<file path="src/rtl/branch_resolve_pkg.sv">
// Shared definitions for branch resolution: branch funct3 codes, FSM states, counter reset value
// and the branch-condition helper.
package branch_resolve_pkg;

  localparam logic [2:0] Beq  = 3'b000;
  localparam logic [2:0] Bne  = 3'b001;
  localparam logic [2:0] Blt  = 3'b100;
  localparam logic [2:0] Bge  = 3'b101;
  localparam logic [2:0] Bltu = 3'b110;
  localparam logic [2:0] Bgeu = 3'b111;

  typedef enum logic [1:0] {StIdle, StRedirect, StFlush} state_e;

  localparam logic [1:0] BhtResetVal = 2'b01;

  // Signed and unsigned variants share one lt input; the comparator mode is chosen via br_un.
  function automatic logic branch_cond(logic [2:0] funct3, logic eq, logic lt);
    logic c;
    c = 1'b0;
    case (funct3)
      Beq:        c = eq;
      Bne:        c = ~eq;
      Blt, Bltu:  c = lt;
      Bge, Bgeu:  c = ~lt;
      default:    c = 1'b0;
    endcase
    return c;
  endfunction

endpackage

</file>
<file path="src/rtl/branch_resolve_if.sv">
// Fetch redirect handshake: the resolver (master) offers a new PC, fetch (slave) accepts it.
interface branch_resolve_if;
  logic        redirect_valid;
  logic        redirect_ready;
  logic [31:0] redirect_pc;

  modport master (output redirect_valid, output redirect_pc, input redirect_ready);
  modport slave  (input redirect_valid, input redirect_pc, output redirect_ready);
endinterface

</file>
<file path="src/rtl/branch_bht.sv">
// Branch history table of 2-bit saturating counters; lookups read the pre-update value.
module branch_bht
  import branch_resolve_pkg::*;
#(
  parameter int unsigned ENTRIES = 16
) (
  input  logic                       clk,
  input  logic                       rst,
  input  logic [$clog2(ENTRIES)-1:0] lookup_idx,
  output logic                       pred_taken,
  input  logic                       upd_en,
  input  logic [$clog2(ENTRIES)-1:0] upd_idx,
  input  logic                       upd_taken
);

  logic [1:0] table_q [ENTRIES];

  always_ff @(posedge clk) begin
    if (rst) begin
      for (int i = 0; i < int'(ENTRIES); i++) begin
        table_q[i] <= BhtResetVal;
      end
    end else if (upd_en) begin
      if (upd_taken && table_q[upd_idx] != 2'b11) begin
        table_q[upd_idx] <= table_q[upd_idx] + 2'd1;
      end else if (!upd_taken && table_q[upd_idx] != 2'b00) begin
        table_q[upd_idx] <= table_q[upd_idx] - 2'd1;
      end
    end
  end

  assign pred_taken = table_q[lookup_idx][1];

endmodule

</file>
<file path="src/rtl/branch_resolve.sv">
// Execute-stage branch resolver: detects mispredicts, drives the fetch redirect handshake and
// a flush window, and keeps performance counters. Define BRANCH_PREDICT_EN to build the BHT.
module branch_resolve
  import branch_resolve_pkg::*;
#(
  parameter int unsigned FLUSH_CYCLES = 2,
  parameter int unsigned BHT_ENTRIES  = 16
) (
  input  logic        clk,
  input  logic        rst,
  input  logic        ex_valid,
  input  logic        ex_is_branch,
  input  logic        ex_is_jal,
  input  logic        ex_is_jalr,
  input  logic [2:0]  ex_funct3,
  input  logic [31:0] ex_pc,
  input  logic [31:0] ex_target,
  input  logic        ex_pred_taken,
  input  logic        br_eq,
  input  logic        br_lt,
  output logic        br_un,
  branch_resolve_if.master redir,
  output logic        flush,
  output logic        ex_stall,
  input  logic [31:0] f_pc,
  output logic        f_pred_taken,
  output logic [31:0] mispredict_cnt,
  output logic [31:0] branch_cnt
);

  localparam logic [2:0] FlushLoad = 3'(FLUSH_CYCLES - 1);

  state_e      state_q;
  logic        redirect_valid_q, flush_q, ex_stall_q;
  logic [31:0] redirect_pc_q, mispredict_cnt_q, branch_cnt_q;
  logic [2:0]  flush_cnt_q;

  logic        cond, taken, is_cf, in_idle, mispredict, br_eval;
  logic [31:0] target;

  assign br_un      = ex_funct3[1];
  assign cond       = branch_cond(ex_funct3, br_eq, br_lt);
  assign taken      = ex_is_jal | ex_is_jalr | (ex_is_branch & cond);
  assign is_cf      = ex_is_branch | ex_is_jal | ex_is_jalr;
  assign in_idle    = (state_q == StIdle);
  assign mispredict = ex_valid & in_idle & is_cf & (taken != ex_pred_taken);
  assign br_eval    = ex_valid & in_idle & ex_is_branch;
  assign target     = taken ? {ex_target[31:1], ex_target[0] & ~ex_is_jalr} : ex_pc + 32'd4;

  always_ff @(posedge clk) begin
    if (rst) begin
      state_q          <= StIdle;
      redirect_valid_q <= 1'b0;
      flush_q          <= 1'b0;
      ex_stall_q       <= 1'b0;
      redirect_pc_q    <= '0;
      flush_cnt_q      <= '0;
    end else begin
      unique case (state_q)
        StIdle: begin
          if (mispredict) begin
            state_q          <= StRedirect;
            redirect_valid_q <= 1'b1;
            flush_q          <= 1'b1;
            ex_stall_q       <= 1'b1;
            redirect_pc_q    <= target;
          end
        end
        StRedirect: begin
          if (redir.redirect_ready) begin
            state_q          <= StFlush;
            redirect_valid_q <= 1'b0;
            ex_stall_q       <= 1'b0;
            flush_cnt_q      <= FlushLoad;
          end
        end
        StFlush: begin
          if (flush_cnt_q == 3'd0) begin
            state_q <= StIdle;
            flush_q <= 1'b0;
          end else begin
            flush_cnt_q <= flush_cnt_q - 3'd1;
          end
        end
        default: state_q <= StIdle;
      endcase
    end
  end

  always_ff @(posedge clk) begin
    if (rst) begin
      mispredict_cnt_q <= '0;
      branch_cnt_q     <= '0;
    end else begin
      if (mispredict && mispredict_cnt_q != '1) mispredict_cnt_q <= mispredict_cnt_q + 32'd1;
      if (br_eval && branch_cnt_q != '1)        branch_cnt_q     <= branch_cnt_q + 32'd1;
    end
  end

  assign redir.redirect_valid = redirect_valid_q;
  assign redir.redirect_pc    = redirect_pc_q;
  assign flush                = flush_q;
  assign ex_stall             = ex_stall_q;
  assign mispredict_cnt       = mispredict_cnt_q;
  assign branch_cnt           = branch_cnt_q;

  // Only the index bits of f_pc matter, and none at all in the static-predict build.
  logic unused_f_pc;
  assign unused_f_pc = ^f_pc;

`ifdef BRANCH_PREDICT_EN
  localparam int unsigned IdxW = $clog2(BHT_ENTRIES);

  branch_bht #(
    .ENTRIES(BHT_ENTRIES)
  ) u_bht (
    .clk       (clk),
    .rst       (rst),
    .lookup_idx(f_pc[IdxW+1:2]),
    .pred_taken(f_pred_taken),
    .upd_en    (br_eval),
    .upd_idx   (ex_pc[IdxW+1:2]),
    .upd_taken (cond)
  );
`else
  assign f_pred_taken = 1'b0;
`endif

endmodule

</file>
<file path="src/flat_wrapper.sv">
// flat-port wrapper written by rule: the top's interface ports become plain ports
module branch_resolve_flat import branch_resolve_pkg::*;
#(
  parameter int unsigned FLUSH_CYCLES = 2,
  parameter int unsigned BHT_ENTRIES  = 16
)
  (clk, rst, ex_valid, ex_is_branch, ex_is_jal, ex_is_jalr, ex_funct3, ex_pc, ex_target, ex_pred_taken, br_eq, br_lt, br_un, flush, ex_stall, f_pc, f_pred_taken, mispredict_cnt, branch_cnt, redir_redirect_valid, redir_redirect_pc, redir_redirect_ready);
  branch_resolve_if redir_i ();
  input  logic clk;
  input  logic rst;
  input  logic ex_valid;
  input  logic ex_is_branch;
  input  logic ex_is_jal;
  input  logic ex_is_jalr;
  input  logic [2:0] ex_funct3;
  input  logic [31:0] ex_pc;
  input  logic [31:0] ex_target;
  input  logic ex_pred_taken;
  input  logic br_eq;
  input  logic br_lt;
  output logic br_un;
  output logic flush;
  output logic ex_stall;
  input  logic [31:0] f_pc;
  output logic f_pred_taken;
  output logic [31:0] mispredict_cnt;
  output logic [31:0] branch_cnt;
  output wire logic [$bits(redir_i.redirect_valid)-1:0] redir_redirect_valid;
  output wire logic [$bits(redir_i.redirect_pc)-1:0] redir_redirect_pc;
  input wire logic [$bits(redir_i.redirect_ready)-1:0] redir_redirect_ready;
  assign redir_redirect_valid = redir_i.redirect_valid;
  assign redir_redirect_pc = redir_i.redirect_pc;
  assign redir_i.redirect_ready = redir_redirect_ready;
  branch_resolve #(.FLUSH_CYCLES(FLUSH_CYCLES), .BHT_ENTRIES(BHT_ENTRIES)) u_core (.clk(clk), .rst(rst), .ex_valid(ex_valid), .ex_is_branch(ex_is_branch), .ex_is_jal(ex_is_jal), .ex_is_jalr(ex_is_jalr), .ex_funct3(ex_funct3), .ex_pc(ex_pc), .ex_target(ex_target), .ex_pred_taken(ex_pred_taken), .br_eq(br_eq), .br_lt(br_lt), .br_un(br_un), .redir(redir_i), .flush(flush), .ex_stall(ex_stall), .f_pc(f_pc), .f_pred_taken(f_pred_taken), .mispredict_cnt(mispredict_cnt), .branch_cnt(branch_cnt));
endmodule
</file>
<file path="config.mk">
export PLATFORM = sky130hd
export DESIGN_NAME = branch_resolve_flat
export DESIGN_NICKNAME = d
export VERILOG_FILES = /design/src/rtl/branch_resolve_pkg.sv /design/src/rtl/branch_resolve_if.sv /design/src/rtl/branch_bht.sv /design/src/rtl/branch_resolve.sv /design/src/flat_wrapper.sv
export SDC_FILE = /design/constraint.sdc
export NUM_CORES = 1
export LEC_CHECK = 0
export CELL_PAD_IN_SITES_DETAIL_PLACEMENT = 0
export CELL_PAD_IN_SITES_GLOBAL_PLACEMENT = 2
export CORE_ASPECT_RATIO = 1.1
export CORE_MARGIN = 2
export CORE_UTILIZATION = 25
export CTS_CLUSTER_DIAMETER = 80
export DETAILED_ROUTE_END_ITERATION = 12
export GPL_TIMING_DRIVEN = 0
export PLACE_DENSITY_LB_ADDON = 0.1
export SLEW_MARGIN = 10
export SYNTH_ARGS = -nofsm -noshare
export SYNTH_HDL_FRONTEND = slang
export SYNTH_SLANG_ARGS = --single-unit
</file>
<file path="constraint.sdc">
create_clock -name clk -period 3.75 [get_ports clk]
set_input_delay 0.75 -clock clk [delete_from_list [all_inputs] [get_ports clk]]
set_output_delay 0.75 -clock clk [all_outputs]
set_load 0.02 [all_outputs]
</file>
==> impl_metrics.env, run 1 <==
export IMPL_outcome="finished, final reports clean"
export IMPL_use_met2_pct=27.5
export IMPL_synth_edf_count=0
export IMPL_dr_pass1_iters=5
export IMPL_post_cts_setup_buffers=0
export IMPL_initial_core_util_pct=25.6
export IMPL_final_util_pct=36.8
export IMPL_rsz0062_at_grt="false"
export IMPL_nNetsFinal=1001
export IMPL_hold_violations=0
export IMPL_drc=0
export IMPL_setup_viol=0
export IMPL_met1_usage_pct=22.2
export IMPL_cp_arrival_ps=3590
export IMPL_clkTransAtPathRegs_ps=70
export IMPL_clock_sinks=103
export IMPL_start_kind="input pin"
export IMPL_ys_types=60
export IMPL_gp_congestion=0.846
export IMPL_clk_insertion_delay_late_ps=350
export IMPL_die_w_um=147
export IMPL_syn_area_per_cell_um2=8.06
export IMPL_synth_main_ff_cell="dfxtp_1"
export IMPL_cts_buffer_depth=2
export IMPL_coreArea_mm2=0.0221
export IMPL_skew_ps=11.2
export IMPL_total_leakage_power_nw=2.60
export IMPL_yosys_warnings=0
export IMPL_synthToLayoutAreaGrowth_pct=43.9
export IMPL_place_inst=1171
export IMPL_yosys_area_top_type="dfxtp_1"
export IMPL_ys_ff_latch=103
export IMPL_synth_most_common_cell="dfxtp_1"
export IMPL_vdd_ir_drop_max_mv=0.179
export IMPL_dpl_cell_area_mm2=0.00777
export IMPL_cts_resized_gates=0
export IMPL_h_tree_depth=3
export IMPL_critPathMaxFanout=10
export IMPL_setup_tns_ps=0
export IMPL_n_antenna_cell=0
export IMPL_die_area_mm2=0.0238
export IMPL_crit_required_ps=3980
export IMPL_finalNonFillerCells=1187
export IMPL_cts_tree="built"
export IMPL_grt_busiest_layer="met2"
export IMPL_drv_slew=0
export IMPL_die_h_um=162
export IMPL_grt_pass1_vias=5849
export IMPL_cts_hold_buf=0
export IMPL_drive_gt1_share_pct=6.05
export IMPL_hold_class="flop to flop"
export IMPL_syn_num_nets=815
export IMPL_fmax_mhz=297
export IMPL_first_iter_violations=229
export IMPL_wl_um=20200
export IMPL_slew_limit_headroom_pct=31.1
export IMPL_ys_top_cells_by_area="dfxtp_1, a21oi_1, xnor2_1, nand2_1, nor2_1"
export IMPL_cts_root_buf="clkbuf_16"
export IMPL_async_reset_ff_share_pct=0
export IMPL_fin_crit_ps=3360
export IMPL_boundaryPins=210
export IMPL_use_met3_pct=4.78
export IMPL_min_period_over_period_pct=89.7
export IMPL_wl_per_cell_um=17.0
export IMPL_cap_violations=0
export IMPL_grt_ovfl_total=0
export IMPL_nFillCells=2358
export IMPL_finalInstanceArea_mm2=0.00813
export IMPL_ys_top_cells_by_count="dfxtp_1, nand2_1, nor2_1, a21oi_1, nand3_1"
export IMPL_ant_nets=0
export IMPL_finalPower_mw=2.69
export IMPL_syn_inst=701
export IMPL_p_per_area_mw_per_mm2=331
export IMPL_antenna_found_initial=1
export IMPL_grt_pass1_wl_um=32200
export IMPL_timing_worst_setup_path_type="input pin to flop"
export IMPL_worstMarginPinSlew_ps=1020
export IMPL_rows=57
export IMPL_dp_final_hpwl_um=15600
export IMPL_cts_made_buffers=9
export IMPL_cp_end_kind="flop"
export IMPL_vias=5875
export IMPL_ys_seq_area_share_pct=36.5
export IMPL_synth_area_mm2=0.00565
export IMPL_grtUsageTotal_pct=17.0
export IMPL_io_buffer_count=175
export IMPL_vias_per_cell=4.95
export IMPL_grt_max_degree=17
export IMPL_synth_top_area_share_pct=36.5
## placed cells by master, fill, tap and decap left out, drive strengths merged, types with 6 or more instances in the layout
cell type	netlist	layout
a211o	14	14
a21oi	63	63
and2	7	7
and3	20	20
and4	8	8
buf	19	19
clkbuf	25	36
clkdlybuf4s50	0	175
dfxtp	103	103
inv	6	6
mux2	7	7
mux2i	7	7
nand2	73	73
nand3	41	41
nand4	26	26
nor2	63	63
nor2b	8	8
nor3	18	18
nor3b	6	6
nor4	15	15
o211ai	12	12
o21ai	24	24
o31ai	14	14
or3	20	20
or4	15	15
xnor2	35	35
xor2	15	15
## registers in the layout, indices dropped and copies added (netlist names)
signal	count
u_core.flush	1
u_core.ex_stall	1
u_core.flush_cnt_q	3
u_core.branch_cnt	32
u_core.state_q	2
u_core.mispredict_cnt	32
u_core.redir.redirect_pc	32
## metrics by stage
stage / hold slack (ps) / setup slack (ps)
after floorplan: 443 / 877
after global placement: 442 / 71.1
after detailed placement: 446 / 44.0
after CTS: 458 / 380
after global routing: 484 / 225
final: 456 / 385
## worst max-delay path, stage by stage
cell and delay (ps):
clkdlybuf4s50_1 450, or3_1 380, a32oi_1 340, mux2_2 390
and2_1 160, buf_4 180, buf_6 150, nor4_1 400
mux2_2 390
## final cells by class
class | count | area, µm² | share of cell area (%)
Tap cell | 295 | 369 | 4.54
Timing Repair Buffer | 175 | 1750 | 21.6
Inverter | 7 | 26.3 | 0.323
Clock buffer | 11 | 253 | 3.11
Sequential cell | 103 | 2060 | 25.4
Buffer | 44 | 221 | 2.73
Multi-Input combinational cell | 547 | 3340 | 41.1
Clock inverter | 5 | 104 | 1.28
## worst paths after layout
kind                                        startpoint                                        end  slack, ps  cells after the start
min          u_core.redir.redirect_pc[20]$_SDFFE_PP0P_  u_core.redir.redirect_pc[20]$_SDFFE_PP0P_        460                      2
max                                       ex_funct3[2]     u_core.mispredict_cnt[13]$_SDFFE_PP0P_        390                      9
max reg2reg      u_core.mispredict_cnt[3]$_SDFFE_PP0P_     u_core.mispredict_cnt[13]$_SDFFE_PP0P_       1060                      8
min reg2reg  u_core.redir.redirect_pc[20]$_SDFFE_PP0P_  u_core.redir.redirect_pc[20]$_SDFFE_PP0P_        460                      2
## report_power, final
part / total [mW] / switching (mW) / internal, mW
clock network: 1.12 / 0.428 / 0.690
logic: 0.423 / 0.226 / 0.196
registers: 1.15 / 0.0215 / 1.13
## metal layers
metal  share of wire [%]  wire, µm
met3                 6.9      1390
met2                  46      9240
met1                  46      9180
met4                 1.7       334
met5               0.064        13
## cells by family (layout without fill, tap and decap cells)
kind of cell	after synthesis	in the layout	share of synthesized area, %
multiplexers	14	14	2.64
AO/OA/AOI/OAI	144	144	15.9
AND/OR/NAND/NOR	333	333	31.7
buffers and inverters	51	242	4.39
XOR/XNOR	50	50	7.75
other	1	1	0.0664
adder cells (fa/ha/maj)	5	5	1.11
flip-flops	103	103	36.5
No activity file was read; power rests on OpenSTA's default activity.
==> run 2: changes to the inputs <==
--- a/config.mk
+++ b/config.mk
@@ -8,7 +8,7 @@
 export CELL_PAD_IN_SITES_DETAIL_PLACEMENT = 0
 export CELL_PAD_IN_SITES_GLOBAL_PLACEMENT = 2
 export CORE_ASPECT_RATIO = 1.1
-export CORE_MARGIN = 2
+export CORE_MARGIN = 10
 export CORE_UTILIZATION = 25
 export CTS_CLUSTER_DIAMETER = 80
 export DETAILED_ROUTE_END_ITERATION = 12
==> run 2 against run 1 <==
Effect of this change:
- first-iteration DRC count grew 6.6%
- core utilization shrank 0.062 points
- count of clock-buffer cells in the layout shrank 2
- worst hold slack is essentially flat
- critical path depth is the same
- design area grew 0.15%
- sequential power is essentially flat
- power grew 2.5%
- die area grew 22%
- wire length grew 6.9%
- largest power group is now the clock network
==> impl_metrics.env, run 2 (synthesis results as in run 1) <==
export IMPL_outcome="finished, final reports clean"
export IMPL_grt_pass1_vias=5872
export IMPL_layout_common_cells="clkdlybuf4s50_1, dfxtp_1, nand2_1"
export IMPL_rows=57
export IMPL_cts_made_buffers=9
export IMPL_critPathMaxFanout=10
export IMPL_drc=0
export IMPL_vias=5772
export IMPL_slowest_delay_ps=450
export IMPL_first_iter_violations=244
export IMPL_n_antenna_cell=0
export IMPL_critical_path_buf_inv_count=3
export IMPL_worstMarginPinSlew_ps=945
export IMPL_cts_tree="built"
export IMPL_cts_hold_buf=0
export IMPL_fmax_mhz=300
export IMPL_hold_violations=0
export IMPL_cts_root_buf="clkbuf_16"
export IMPL_slowest_stage="clkdlybuf4s50_1"
export IMPL_cp_arrival_ps=3580
export IMPL_h_tree_depth=3
export IMPL_grt_ovfl_total=0
export IMPL_vdd_ir_drop_max_mv=0.148
export IMPL_dpl_cell_area_mm2=0.00777
export IMPL_post_cts_setup_buffers=0
export IMPL_fin_ws_ps=415
export IMPL_die_h_um=178
export IMPL_vias_per_cell=4.86
export IMPL_finalInstanceArea_mm2=0.00814
export IMPL_slew_limit_headroom_pct=36.0
export IMPL_die_w_um=163
export IMPL_start_kind="input pin"
export IMPL_hold_class="flop to flop"
export IMPL_synthToLayoutAreaGrowth_pct=44.1
export IMPL_skew_ps=12.0
export IMPL_crit_required_ps=4000
export IMPL_rr_startpoint="u_core.mispredict_cnt[3]$_SDFFE_PP0P_"
export IMPL_die_area_mm2=0.0290
export IMPL_grt_pass1_wl_um=33700
export IMPL_path_delay_family="simple AND/OR/NAND/NOR gates"
export IMPL_wl_um=21500
export IMPL_clkTransAtPathRegs_ps=70
export IMPL_cp_cell_sequence="clkdlybuf4s50_1, or3_1, a32oi_1, mux2_2, and2_1, buf_4, buf_4, nor4_1, mux2_2"
export IMPL_p_per_area_mw_per_mm2=338
export IMPL_dr_pass1_iters=4
export IMPL_whs_ps=456
export IMPL_dp_final_hpwl_um=17200
export IMPL_layout_commonest_cell="clkdlybuf4s50_1"
export IMPL_io_buffer_count=175
export IMPL_timing_worst_setup_path_type="input pin to flop"
export IMPL_initial_core_util_pct=25.5
export IMPL_setup_tns_ps=0
export IMPL_ant_nets=0
export IMPL_total_leakage_power_nw=2.60
export IMPL_worstSetupStartpoint="ex_funct3[2]"
export IMPL_setup_viol=0
export IMPL_min_period_over_period_pct=88.9
export IMPL_clk_insertion_delay_late_ps=360
export IMPL_nNetsFinal=1001
export IMPL_wl_per_cell_um=18.2
export IMPL_pre_cts_ws_ps=55.5
export IMPL_clock_sinks=103
export IMPL_cap_violations=0
export IMPL_worstHoldStart="u_core.redir.redirect_pc[19]$_SDFFE_PP0P_"
export IMPL_rsz0062_at_grt="false"
export IMPL_cts_buffer_depth=2
export IMPL_grt_max_degree=18
export IMPL_grtUsageTotal_pct=14.7
export IMPL_finalPower_mw=2.75
export IMPL_drv_slew=0
export IMPL_antenna_found_initial=1
export IMPL_boundaryPins=210
export IMPL_drive_gt1_share_pct=6.05
export IMPL_fin_crit_ps=3340
export IMPL_cts_resized_gates=0
export IMPL_cp_end_kind="flop"
export IMPL_gp_congestion=0.835
export IMPL_coreArea_mm2=0.0222
[run 2: layer usage]
metal | wire [µm] | global-route usage [%]
met2 | 9980 | 23.8
met3 | 1890 | 5.35
met1 | 9490 | 18.0
met5 | 17 | 0
met4 | 171 | 3.61
[run 2: per-stage QoR]
stage               cells  util [%]
global placement     1171      35.0
floorplan             701         -
detailed placement   1171      35.0
finish               1187      36.7
CTS                  1187      36.7
global route         1187      36.7
[run 2: where the power goes]
| part | total (mW) | internal (mW) | switching, mW |
|---|---|---|---|
| logic | 0.425 | 0.196 | 0.229 |
| clock network | 1.18 | 0.723 | 0.460 |
| registers | 1.15 | 1.12 | 0.0211 |
[run 2: worst register-to-register path, delay by kind of cell (launching register included)]
family / cells / cell delay [ps]
multiplexers: 1 / 290
flip-flops: 1 / 480
AND/OR/NAND/NOR: 4 / 840
buffers and inverters: 3 / 960
[run 2: cell type report]
| class | instances | area, µm² |
|---|---|---|
| buffer | 44 | 221 |
| clock buffer | 9 | 225 |
| clock inverter | 7 | 144 |
| fill | 2346 | 14000 |
| inverter | 7 | 26.3 |
| multi-input combinational | 547 | 3340 |
| sequential | 103 | 2060 |
| tap | 295 | 369 |
| timing repair buffer | 175 | 1750 |
[run 2: final timing paths]
path,to,slack (ps),cells past startpoint
worst max-delay path,u_core.mispredict_cnt[17]$_SDFFE_PP0P_,410,9
worst min-delay path,u_core.redir.redirect_pc[19]$_SDFFE_PP0P_,460,2
worst max register to register,u_core.mispredict_cnt[3]$_SDFFE_PP0P_,1060,8
worst min register to register,u_core.redir.redirect_pc[19]$_SDFFE_PP0P_,460,2
